[src/rtl/fib_seq_ctrl_pkg.sv]
// Shared definitions for the Fibonacci sequencer and its companion ALU:
// ALU opcode constants and the controller state encoding.
package fib_seq_ctrl_pkg;

    localparam logic [4:0] A_NOP = 5'h00;
    localparam logic [4:0] A_ADD = 5'h01;
    localparam logic [4:0] A_SUB = 5'h02;
    localparam logic [4:0] A_AND = 5'h03;
    localparam logic [4:0] A_OR  = 5'h04;
    localparam logic [4:0] A_XOR = 5'h05;
    localparam logic [4:0] A_NOR = 5'h06;

    typedef enum logic [1:0] {
        S_IDLE  = 2'd0,
        S_ISSUE = 2'd1,
        S_WAIT  = 2'd2
    } fib_state_t;

endpackage

[src/rtl/fib_seq_ctrl.sv]
// Fibonacci sequence controller. It drives an external registered ALU with
// ADD and NOP opcodes, and produces one new term every two cycles until
// n_terms terms have been produced.
module fib_seq_ctrl
    import fib_seq_ctrl_pkg::*;
#(
    parameter int DATA_W = 32,
    parameter int CNT_W  = 6
) (
    input  logic              clk,
    input  logic              rst_n,
    input  logic              start,
    input  logic [DATA_W-1:0] seed_a,
    input  logic [DATA_W-1:0] seed_b,
    input  logic [CNT_W-1:0]  n_terms,
    output logic [DATA_W-1:0] alu_a,
    output logic [DATA_W-1:0] alu_b,
    output logic [4:0]        alu_op,
    input  logic [DATA_W-1:0] alu_out,
    output logic [DATA_W-1:0] term,
    output logic              term_valid,
    output logic              busy,
    output logic              done
);

    fib_state_t        r_state;
    logic [DATA_W-1:0] r_f0;
    logic [DATA_W-1:0] r_f1;
    logic [CNT_W-1:0]  r_cnt;
    logic [CNT_W-1:0]  r_n;
    logic [DATA_W-1:0] r_term;
    logic              r_termValid;
    logic              r_busy;
    logic              r_done;
    logic [4:0]        r_aluOp;
    logic [CNT_W-1:0]  w_cntNext;

    assign w_cntNext = r_cnt + CNT_W'(1);

    // Sequencer FSM: the ADD opcode is registered when ISSUE is entered, so the ALU
    // result is ready at the end of WAIT, the only state that reads alu_out.
    always_ff @(posedge clk) begin
        if (!rst_n) begin
            r_state     <= S_IDLE;
            r_f0        <= '0;
            r_f1        <= '0;
            r_cnt       <= '0;
            r_n         <= '0;
            r_term      <= '0;
            r_termValid <= 1'b0;
            r_busy      <= 1'b0;
            r_done      <= 1'b0;
            r_aluOp     <= A_NOP;
        end else begin
            r_termValid <= 1'b0;
            r_done      <= 1'b0;
            case (r_state)
                S_IDLE: begin
                    r_aluOp <= A_NOP;
                    if (start) begin
                        r_f0  <= seed_a;
                        r_f1  <= seed_b;
                        r_cnt <= '0;
                        r_n   <= n_terms;
                        if (n_terms == '0) begin
                            r_done <= 1'b1;
                        end else begin
                            r_busy  <= 1'b1;
                            r_aluOp <= A_ADD;
                            r_state <= S_ISSUE;
                        end
                    end
                end
                S_ISSUE: begin
                    r_aluOp <= A_NOP;
                    r_state <= S_WAIT;
                end
                S_WAIT: begin
                    r_term      <= alu_out;
                    r_termValid <= 1'b1;
                    r_f0        <= r_f1;
                    r_f1        <= alu_out;
                    r_cnt       <= w_cntNext;
                    if (w_cntNext == r_n) begin
                        r_done  <= 1'b1;
                        r_busy  <= 1'b0;
                        r_aluOp <= A_NOP;
                        r_state <= S_IDLE;
                    end else begin
                        r_aluOp <= A_ADD;
                        r_state <= S_ISSUE;
                    end
                end
                default: begin
                    r_aluOp <= A_NOP;
                    r_state <= S_IDLE;
                end
            endcase
        end
    end

    assign alu_a      = r_f0;
    assign alu_b      = r_f1;
    assign alu_op     = r_aluOp;
    assign term       = r_term;
    assign term_valid = r_termValid;
    assign busy       = r_busy;
    assign done       = r_done;

endmodule

[config.mk]
export PLATFORM = sky130hd
export DESIGN_NAME = fib_seq_ctrl
export DESIGN_NICKNAME = d
export VERILOG_FILES = /design/src/rtl/fib_seq_ctrl_pkg.sv /design/src/rtl/fib_seq_ctrl.sv
export SDC_FILE = /design/constraint.sdc
export NUM_CORES = 1
export LEC_CHECK = 0
export CAP_MARGIN = 15
export CELL_PAD_IN_SITES_DETAIL_PLACEMENT = 0
export CELL_PAD_IN_SITES_GLOBAL_PLACEMENT = 1
export CORE_MARGIN = 2
export CORE_UTILIZATION = 40
export DETAILED_ROUTE_END_ITERATION = 8
export DONT_BUFFER_PORTS = 1
export PLACE_DENSITY_LB_ADDON = 0.1
export RECOVER_POWER = 50
export SLEW_MARGIN = 20
export SYNTH_ARGS = -nofsm -noshare
export SYNTH_HDL_FRONTEND = slang
export SYNTH_SLANG_ARGS = --single-unit
[constraint.sdc]
create_clock -name clk -period 1.4 [get_ports clk]
set_input_delay 0.28 -clock clk [delete_from_list [all_inputs] [get_ports clk]]
set_output_delay 0.28 -clock clk [all_outputs]
set_load 0.05 [all_outputs]
# Yosys cells after proc, flatten, opt, wreduce, memory -nomap -nowiden
# Cells that the tools add are included.
[word_totals] word_cells=47 register_bits=118 out_inout_bits=104 in_bits=105
[op_classes] reduce_logical=7 addsub=1 n_eq_ne=6 muxes=23
[ops] operator="32-bit case mux with 2 select lines" count=2
[ops] operator="32-bit two-way mux" count=2
[ops] operator="6-bit case mux with 2 select lines" count=1
[ops] operator="1-bit two-way mux" count=11
[ops] operator="5-bit case mux with 2 select lines" count=1
[ops] operator="6-bit by 1-bit adder with 6-bit output (second input constant)" count=1
[ops] operator="6-bit == test" count=1
[ops] operator="6-bit zero test" count=1
[ops] operator="6-bit two-way mux" count=1
[ops] operator="2-bit inequality test (second input constant)" count=3
[ops] operator="2-bit case mux with 3 select lines" count=1
[ops] operator="2-bit AND reduction" count=3
[ops] operator="2-bit two-way mux" count=2
[ops] operator="1-bit case mux with 2 select lines" count=2
[ops] operator="4-bit AND reduction" count=1
[ops] operator="2-bit by 1-bit == test with 1-bit output (second input constant)" count=1
[ops] operator="2-bit == test (second input constant)" count=1
[ops] operator="2-bit zero test" count=1
[ops] operator="2-bit nonzero test" count=1

# Longest topological paths before layout
[logic_depth] word_depth=4 depth_mapped=7 mapped_depth_nobuf=6

# Worst setup path after synthesis
# Ideal clock, no wire load.
[synth_timing] kind="register to register" from="register r_cnt[0]" to="register r_done, in the netlist done" path_stages_with_launch=7 setup_ns=0.118 slack_ns=-0.162 t_required_ns=1.282 synth_period_minus_slack_ns=1.562 n_path_buf=0 arrival_ns=1.444 path_cell_list="dfxtp_1 ha_1 and3b_1 or3_1 a31oi_2 nand4bb_1 a21oi_1"
[synth_via] elab_chain_len=4
[synth_rtl] item="from (decl)" line="fib_seq_ctrl.sv:29" source="logic [CNT_W-1:0] r_cnt;"
[synth_rtl] item="from (signal assigned)" line="fib_seq_ctrl.sv:83" source="r_cnt <= w_cntNext;"
[synth_rtl] item="6-bit by 1-bit adder with 6-bit output" line="fib_seq_ctrl.sv:38" source="assign w_cntNext = r_cnt + CNT_W'(1);"
[synth_rtl] item="6-bit == test" line="fib_seq_ctrl.sv:84" source="if (w_cntNext == r_n) begin"
[synth_rtl] item="1-bit two-way mux" line="fib_seq_ctrl.sv:84"
[synth_rtl] item="1-bit case mux with 2 select lines" line="fib_seq_ctrl.sv:57" source="case (r_state)"
[synth_rtl] item="to (signal assigned)" line="fib_seq_ctrl.sv:56" source="r_done <= 1'b0;"
[synth_rtl] item="to (signal assigned)" line="fib_seq_ctrl.sv:66" source="r_done <= 1'b1;"
[synth_rtl] item="to (signal assigned)" line="fib_seq_ctrl.sv:85" source="r_done <= 1'b1;"
[synth_rtl] item="to (decl)" line="fib_seq_ctrl.sv:34" source="logic r_done;"
# Every way passes these cells.
# A chain may end at the register's enable or synchronous reset.

# Worst setup path after layout
# Ends and elaborated chain as after synthesis.

==> out/results.txt <==
outcome -> finished, violations left
failing checks -> setup timing
Mapped Avg Cell Area -> 8.547 sq um
max cap viols -> 0
Mapped Area -> 4812 sq um
vias in the first global route -> 3859
Chip Width -> 113.7 microns
main flop type after synthesis -> dfxtp_1
crit end category -> flop
DRT antenna net count -> 0
FF-to-FF path depth -> 6
Storage cell area -> 2290 sq um
Hold Path Depth -> 2
WL final -> 14490 microns
r2r setup slk -> -0.11 ns
GR Layer Usage met1 -> 25.16%
LEAKAGE -> 2.862 nW
Max Transition Viols Final -> 0
peak supply drop -> 601.9 uV
initial antenna violation count -> 0
Starting DRT DRC Count -> 189
via count -> 4238
clock root buffer -> clkbuf_16
Synth Register Bits -> 114
final period utilization -> 108.2%
GRT Total Usage -> 20.62%
Core ar. -> 11860 sq um
CTS clock-pin slew for the worst setup and hold paths -> 0.05 ns
final setup fails -> 17
r2r endpoint -> done
Hold WS -> 0.02377 ns
Post-Route Skew -> 0.004877 ns
ANT cells -> 0
hold worst-path end -> alu_b[4]
Crit. Startpoint -> r_cnt[0]
Yosys top cell area share -> 47.43%
CP arrival -> 1.81 ns
busiest layer in global routing -> met2
Multi-input gate area -> 2406 sq um
worst slew pin tran -> 0.6152 ns
P per Cell Area -> 1539 nW/um^2
Clock H-tree levels -> 4
Power Total -> 0.009544 W
1st-pass router iterations -> 4
clk_lat worst skew -> 0.41 ns
nets@finish -> 728
Critical Path Fanout Max -> 5
layout cells sized above 1 -> 20.50%
DP HPWL -> 8561 microns
synth warn -> 0
Num CTS Buffers -> 17
DRC viols -> 0
Synth area leader -> dfxtp_1
Yosys cell types -> 41
gr ovfl total -> 0
Via-to-Cell Ratio -> 5.426
reg2reg start -> r_cnt[0]
IO Count -> 209
Die Y -> 113.7 microns
EDFF count, synth -> 0
row count -> 40
critical path type -> reg -> reg
GPL Wtd Cong -> 0.7913
post-synthesis cell count -> 563
final hold vios -> 0
synth top area cells -> dfxtp_1, nand2_1, o211a_1
Fmax -> 660.3 MHz
clock sink count -> 114
register area share after synthesis -> 47.43%
Starting Density -> 40.57%
end-of-flow core utilization -> 52.30%
die area -> 12920 sq um
crit start category -> flop
worst rel slew slack -> 58.85%
Hold Path Origin -> seed_b[4]
clock period minus worst slack -> 1.515 ns
largest net degree at the start of global routing -> 62
first-pass GRT wire length -> 20630 microns
grt met3 use -> 7.279%
met2 Use GR -> 33.57%
PnR worst setup slack -> -0.1145 ns
drt wl/cell -> 18.55 microns
I/O Buffers -> 0
fill cell count -> 1140
Max Root-Sink Buffers -> 2
area grow syn2layout -> 28.91%
Hold/Removal Path Class -> in -> reg
RSZ-0062 raised after global routing -> true
CP required -> 1.70 ns
asr flop ratio synth -> 0%
TritonCTS clock tree -> done
## cell type report
cell class / count / share of cell area [%]
Multi-Input combinational cell: 402 / 38.79
Sequential cell: 114 / 36.91
Timing Repair Buffer: 86 / 12.51
Clock buffer: 26 / 8.370
Tap cell: 147 / 2.965
Clock inverter: 5 / 0.4034
Inverter: 1 / 0.06051
## registers in the layout, summed over array words and instances, names as in the netlist, 2 cells and up
name / flops
r_n: 6
term: 32
alu_b: 32
alu_a: 32
r_cnt: 6
r_state: 2
## metrics by stage
step                setup WS (ns)  setup TNS, ns  area (sq um)  instances
floorplan                -0.07856        -0.1431          4841        566
global placement          -0.1044        -0.3285          5411        729
detailed placement        -0.1265        -0.4062          5411        729
CTS                       -0.1456        -0.3752          6076        768
global route              -0.1518         -3.345          6203        781
finish                    -0.1145        -0.3230          6203        781
## power by group
| part | switching, W | total, W | internal [W] |
|---|---|---|---|
| registers | 0.000610 | 0.00411 | 0.00350 |
| clock network | 0.00141 | 0.00393 | 0.00251 |
| logic | 0.000951 | 0.00150 | 0.000551 |
## cell usage in the layout (no fill, tap or decap), types with 15 or more instances in the layout
cell type / synthesis / final
a31oi_1: 20 / 20
clkbuf_2: 0 / 20
nand2_1: 156 / 156
clkbuf_16: 0 / 21
buf_4: 5 / 15
a21boi_1: 31 / 28
o211a_1: 33 / 33
buf_2: 27 / 16
nand3_1: 35 / 32
dfxtp_1: 114 / 110
mux2i_1: 18 / 18
o21ai_0: 24 / 23
## cells in the mapped netlist, drive strengths merged (2+ instances only)
master  count
and2       14
nor2        5
mux2i      18
nand2     156
xnor2       4
buf        32
clkbuf     17
a21boi     32
and3b       2
nor2b      13
nand2b      2
nor3        5
xor2        3
nand3      35
dfxtp     114
a31oi      21
o211a      33
a21oi       5
o21ai      38
## what timing repair did
action	CTS	global route
pin swaps	2	5
hold buffers	8	0
gates cloned	0	10
buffers inserted	0	4
endpoints found under the hold margin	65	0
setup endpoints to repair	4	61
resized for setup	4	16
## worst max-delay path: stages, from the launching register on
cell	delay [ns]
dfxtp_4	0.35
ha_4	0.16
and3b_1	0.15
or3_4	0.33
a31oi_4	0.19
nand4bb_1	0.15
a21oi_1	0.06
## worst max-delay path by stage
| stage | endpoint | slack (ns) | cells after the start |
|---|---|---|---|
| after floorplan | done | -0.08 | 6 |
| after global placement | done | -0.10 | 6 |
| after detailed placement | done | -0.13 | 6 |
| after CTS | done | -0.15 | 6 |
| after global routing | done | -0.15 | 6 |
| final | done | -0.11 | 6 |
## cell families after synthesis
kind of cell / count (synthesis) / synth area share (%)
and+or+nand+nor: 241 / 22.57
AOI/OAI and AO/OA: 131 / 19.66
DFF: 114 / 47.43
buffers and inverters: 50 / 4.992
muxes: 18 / 3.744
xor gates and xnor gates: 7 / 1.274
adders and majority gates: 1 / 0.2600
other: 1 / 0.07793
## metal layers
| metal | vias to the layer above | wire length, microns |
|---|---|---|
| met5 | - | 0 |
| met2 | 159 | 7052 |
| met3 | 16 | 1080 |
| met1 | 2018 | 6115 |
| li1 | 2045 | - |
| met4 | 0 | 241 |
No activity file was read; power rests on OpenSTA's default activity.
